==> config.mk <==
export PLATFORM = sky130hd
export DESIGN_NAME = commit_trace_buffer
export DESIGN_NICKNAME = d
export VERILOG_FILES = /design/src/rtl/commit_trace_buffer_pkg.sv /design/src/rtl/trace_fifo.sv /design/src/rtl/commit_trace_buffer.sv
export SDC_FILE = /design/constraint.sdc
export NUM_CORES = 1
export LEC_CHECK = 0
export BUFFER_PORTS_ARGS = -buffer_cell sky130_fd_sc_hd__buf_2
export CAP_MARGIN = 10
export CORE_MARGIN = 2
export CORE_UTILIZATION = 34
export CTS_CLUSTER_SIZE = 24
export DETAILED_ROUTE_END_ITERATION = 8
export GPL_ROUTABILITY_DRIVEN = 1
export GPL_TIMING_DRIVEN = 0
export PLACE_DENSITY = 0.49
export SYNTH_ARGS = -nofsm -noshare
export SYNTH_HDL_FRONTEND = slang
export SYNTH_HIERARCHICAL = 1
export SYNTH_SLANG_ARGS = --single-unit
==> constraint.sdc <==
create_clock -name clk -period 13.9 [get_ports clk]
set_clock_uncertainty 0.05 [all_clocks]
set_input_delay 2.78 -clock clk [delete_from_list [all_inputs] [get_ports clk]]
set_output_delay 2.78 -clock clk [all_outputs]
set_load 0.01 [all_outputs]
==> src/rtl/commit_trace_buffer_pkg.sv <==
// rtl/commit_trace_buffer_pkg.sv - shared trace entry record and helpers for the commit trace buffer
package commit_trace_buffer_pkg;

  localparam int SEQ_W = 16;

  typedef struct packed {
    logic [31:0]      pc;
    logic [4:0]       reg_idx;
    logic [31:0]      value;
    logic [SEQ_W-1:0] seq;
  } trace_entry_t;

  localparam int ENTRY_W = $bits(trace_entry_t);

  function automatic logic [SEQ_W-1:0] sat_inc(input logic [SEQ_W-1:0] v);
    return (v == '1) ? v : v + SEQ_W'(1);
  endfunction

endpackage

==> src/rtl/trace_fifo.sv <==
// rtl/trace_fifo.sv - first-word-fall-through storage for trace entries
module trace_fifo
  import commit_trace_buffer_pkg::*;
#(
  parameter int DEPTH = 16
) (
  input  logic                     clk,
  input  logic                     rst_n,
  input  logic                     clear,
  input  logic                     push,
  input  logic                     pop,
  input  logic [ENTRY_W-1:0]       wr_data,
  output logic [ENTRY_W-1:0]       rd_data,
  output logic [$clog2(DEPTH):0]   count,
  output logic                     full
);

  localparam int AW = $clog2(DEPTH);
  localparam logic [AW-1:0] PTR_ONE = AW'(1);
  localparam logic [AW:0]   CNT_ONE = (AW+1)'(1);

  logic [ENTRY_W-1:0] mem [DEPTH];
  logic [AW-1:0]      wr_ptr;
  logic [AW-1:0]      rd_ptr;
  logic               push_ok;
  logic               pop_ok;

  assign full    = (count == (AW+1)'(DEPTH));
  // A pop frees a slot on the same edge, so a full FIFO still takes the push.
  assign pop_ok  = pop && (count != '0);
  assign push_ok = push && (!full || pop_ok);
  assign rd_data = mem[rd_ptr];

  always_ff @(posedge clk or negedge rst_n) begin
    if (!rst_n) begin
      wr_ptr <= '0;
      rd_ptr <= '0;
      count  <= '0;
    end else if (clear) begin
      wr_ptr <= '0;
      rd_ptr <= '0;
      count  <= '0;
    end else begin
      if (push_ok) wr_ptr <= wr_ptr + PTR_ONE;
      if (pop_ok)  rd_ptr <= rd_ptr + PTR_ONE;
      case ({push_ok, pop_ok})
        2'b10:   count <= count + CNT_ONE;
        2'b01:   count <= count - CNT_ONE;
        default: count <= count;
      endcase
    end
  end

  always_ff @(posedge clk) begin
    if (push_ok && !clear) mem[wr_ptr] <= wr_data;
  end

endmodule

==> src/rtl/commit_trace_buffer.sv <==
// rtl/commit_trace_buffer.sv - captures register writebacks into a sequenced trace FIFO
module commit_trace_buffer
  import commit_trace_buffer_pkg::*;
#(
  parameter int DEPTH     = 16,
  parameter bit FILTER_X0 = 1'b1
) (
  input  logic                   clk,
  input  logic                   rst_n,
  input  logic [31:0]            debug_wb_pc,
  input  logic                   debug_wb_ena,
  input  logic [4:0]             debug_wb_reg,
  input  logic [31:0]            debug_wb_value,
  input  logic                   clear,
  output logic                   trace_valid,
  input  logic                   trace_ready,
  output logic [31:0]            trace_pc,
  output logic [4:0]             trace_reg,
  output logic [31:0]            trace_value,
  output logic [15:0]            trace_seq,
  output logic [$clog2(DEPTH):0] count,
  output logic                   overflow,
  output logic [15:0]            drop_cnt
);

  logic             wb_event;
  logic             push;
  logic             pop;
  logic             full;
  logic [SEQ_W-1:0] seq_q;
  trace_entry_t     wr_entry;
  trace_entry_t     head;

  assign wb_event = debug_wb_ena && !(FILTER_X0 && (debug_wb_reg == 5'd0));
  assign push     = wb_event && !clear;
  assign pop      = trace_valid && trace_ready && !clear;

  assign wr_entry = '{pc: debug_wb_pc, reg_idx: debug_wb_reg,
                      value: debug_wb_value, seq: seq_q};

  trace_fifo #(.DEPTH(DEPTH)) u_fifo (
    .clk     (clk),
    .rst_n   (rst_n),
    .clear   (clear),
    .push    (push),
    .pop     (pop),
    .wr_data (wr_entry),
    .rd_data (head),
    .count   (count),
    .full    (full)
  );

  assign trace_valid = (count != '0);
  assign trace_pc    = head.pc;
  assign trace_reg   = head.reg_idx;
  assign trace_value = head.value;
  assign trace_seq   = head.seq;

  // Dropped events still consume a sequence number so the consumer sees the gap.
  always_ff @(posedge clk or negedge rst_n) begin
    if (!rst_n) begin
      seq_q    <= '0;
      drop_cnt <= '0;
      overflow <= 1'b0;
    end else if (clear) begin
      seq_q    <= '0;
      drop_cnt <= '0;
      overflow <= 1'b0;
    end else if (wb_event) begin
      seq_q <= seq_q + SEQ_W'(1);
      if (full && !pop) begin
        overflow <= 1'b1;
        drop_cnt <= sat_inc(drop_cnt);
      end
    end
  end

endmodule

==> qor.yml <==
p_switching_mw: 1.80
hold_class: "flip-flop to flip-flop"
drc_errors: 0
synth.area.top_cells: "edfxtp_1 76%, mux4_2 18%, dfrtp_1 2.1%, nor2_1 0.37%, clkbuf_1 0.31%"
wl_per_cell_um: 30.0
cts_sinks: 1406
cts-root-buf: "clkbuf_16"
grt_max_degree: 47
syn_avg_cell_area_sq_um: 24.6
netlist_top_cells_count: "1360 x edfxtp_1, 425 x mux4_2, 53 x nor2_1"
finalCritPeriodShare_pct: 54.5
vias: 25365
power_mw: 8.84
critPathArrivalTime_ns: 4.74
syn-instance-count: 2186
grt_antenna_before_repair: 26
cts.clk_slew.worst_paths_ns: 0.06
ys_warn_count: 6
dr.pass1.iters: 5
yosysTopAreaCellShare_pct: 76.1
die_area_sq_mm: 0.161
hpwl_mm: 90.9
syn_nets: 2271
critPathKind: "flip-flop to output port"
wirelength_mm: 143
synth_enable_flop_cells: 1360
grt_pass1_wl_mm: 202
p_per_area_mw_per_mm2: 138
vias_per_cell: 5.30
synthDistinctLibCells: 54
hold_violations: 0
cts_resized: 0
max_freq_mhz: 132
seq_area_frac_synth_pct: 78.2
die-width_um: 401
syn_to_final_growth_pct: 19.0
drv_cap: 0
start_kind: "flip-flop"
syn_area_sq_mm: 0.0537
finalMaxSlewViolations: 0
ioPinCount: 182
ys_ff_latch: 1406
gp_congestion: 0.742
outcome: "finished clean"
grt_pass1_vias: 26789
async_flop_share_pct: 3.27
fin_util_pct: 40.8
cts_inserted_buffers: 148
pwr-share-seq_pct: 52.7
detail-route-antenna-nets: 0
vdd_drop_max_v: 0.000130
fillCellCount: 13558
drtIter0Drc: 2499
overflow: 0
setup_viol_count_final: 0
h-tree-depth: 4
die_h_um: 401
swShare_pct: 20.4
cts_hold_buf: 0
slew_headroom_pct: 11.0
drive_above_1_share_pct: 36.2
grtUsageTotal_pct: 17.8
clkPwrFrac_pct: 44.5
p_int_mw: 7.04
clockBufferDepth: 3
worst_pin_slew_ns: 1.34
rows: 145
coreArea_sq_mm: 0.157
yosysMostFrequentCell: "edfxtp_1"
finalCriticalPeriod_ns: 7.57
rsz0062_at_grt: "no"
setup.worst_path.end_class: "output port"
cts_tree: "done"
worstPathMaxFanout: 10
start_util_pct: 34.3
synth_top_area_cell: "edfxtp_1"
cts_setup_buffers: 0
ys.flop_type: "edfxtp_1"
portBuffers: 181
required_ns: 11.07
clk_latency_ns: 0.78
fin_nets: 2685
p_leak_nw: 19.7
p_comb_share_pct: 2.8
[power groups by stage]
stage                     clock [mW]  combinational, mW  sequential (mW)
after floorplan                    0              0.127             4.75
after global placement             0              0.240             4.75
after detailed placement           0              0.255             4.75
after CTS                       4.03              0.256             4.66
after global routing            4.19              0.270             4.66
final                           3.93              0.249             4.66
[sequential cells by signal, summed over array words and instances (netlist names)]
| name | count |
|---|---|
| u_fifo/mem | 1360 |
| drop_cnt | 16 |
| seq_q | 16 |
| u_fifo/count | 5 |
| u_fifo/rd_ptr | 4 |
| u_fifo/wr_ptr | 4 |
| overflow | 1 |
[final cells by class]
| class | count | area, sq um | area share, % |
|---|---|---|---|
| Antenna cell | 5 | 12.5 | 0.0196 |
| Buffer | 104 | 517 | 0.809 |
| Clock buffer | 177 | 3840 | 6.02 |
| Clock inverter | 93 | 993 | 1.56 |
| Inverter | 12 | 45.0 | 0.0705 |
| Multi-Input combinational cell | 664 | 11300 | 17.6 |
| Sequential cell | 1406 | 42000 | 65.7 |
| Tap cell | 2058 | 2570 | 4.03 |
| Timing Repair Buffer | 264 | 2650 | 4.14 |
[cells by family (layout without fill, tap and decap cells)]
logic type	count (synthesis)	in the layout	synth area share, %
muxes	432	432	18.0
AOI/OAI and AO/OA	53	53	0.716
xor gates and xnor gates	24	24	0.392
DFF	1406	1406	78.2
buffers and inverters	116	650	1.05
and+or+nand+nor	144	144	1.39
adders and majority gates	11	11	0.270
other	0	5	0
[through the flow]
| step | cell area (sq um) | TNS [ns] | instances | hold slack, ns | worst slack (ns) |
|---|---|---|---|---|---|
| after global placement | 57200 | -1528.21 | 4425 | 0.483 | -1.54 |
| after global routing | 63900 | 0 | 4780 | 0.542 | 6.25 |
| final | 63900 | 0 | 4783 | 0.474 | 6.33 |
| after floorplan | 53700 | 0 | 2186 | 0.479 | 5.42 |
| after CTS | 63800 | 0 | 4776 | 0.483 | 6.33 |
| after detailed placement | 59000 | 0 | 4506 | 0.470 | 6.57 |
[placed cells by master (no fill, tap or decap), types with 9 or more instances in the layout]
| cell type | n |
|---|---|
| a21oi_1 | 16 |
| buf_1 | 9 |
| buf_12 | 64 |
| buf_16 | 15 |
| buf_2 | 214 |
| buf_4 | 15 |
| bufinv_16 | 16 |
| clkbuf_1 | 71 |
| clkbuf_16 | 149 |
| clkinv_1 | 27 |
| clkinv_2 | 34 |
| dfrtp_1 | 46 |
| edfxtp_1 | 1360 |
| ha_1 | 10 |
| inv_1 | 11 |
| mux4_2 | 425 |
| nand2_1 | 18 |
| nand3_1 | 15 |
| nor2_1 | 37 |
| nor2_4 | 16 |
| nor3_1 | 9 |
| xnor2_1 | 16 |
[worst paths after layout]
path / from / endpoint / slack [ns] / cells past startpoint
max in group asynchronous: rst_n / u_fifo/rd_ptr[3]$_DFFE_PN0P_ / 11.48 / 2
max reg2reg: u_fifo/count[4]$_DFFE_PN0P_ / u_fifo/mem[14][23]$_DFFE_PP_ / 9.39 / 11
max: u_fifo/rd_ptr[1]$_DFFE_PN0P_ / trace_seq[15] / 6.33 / 6
min in group asynchronous: rst_n / drop_cnt[13]$_DFFE_PN0P_ / 1.82 / 1
min reg2reg: overflow$_DFFE_PN0P_ / overflow$_DFFE_PN0P_ / 0.47 / 2
min: overflow$_DFFE_PN0P_ / overflow$_DFFE_PN0P_ / 0.47 / 2
[routing by layer]
metal / wire [um] / vias up / global-route usage [%]
li1: - / 10345 / -
met2: 72500 / 755 / 30.3
met3: 6780 / 192 / 2.97
met1: 61500 / 14069 / 24.0
met4: 2690 / 4 / 4.27
met5: 27 / - / 0
[worst max-delay path: stages, from the launching register on]
cell	delay (ns)
dfrtp_1	0.35
buf_2	0.32
clkbuf_1	1.00
buf_1	1.06
mux4_2	0.44
mux4_2	0.59
buf_2	0.19
Power figures use the tool's default switching activity.
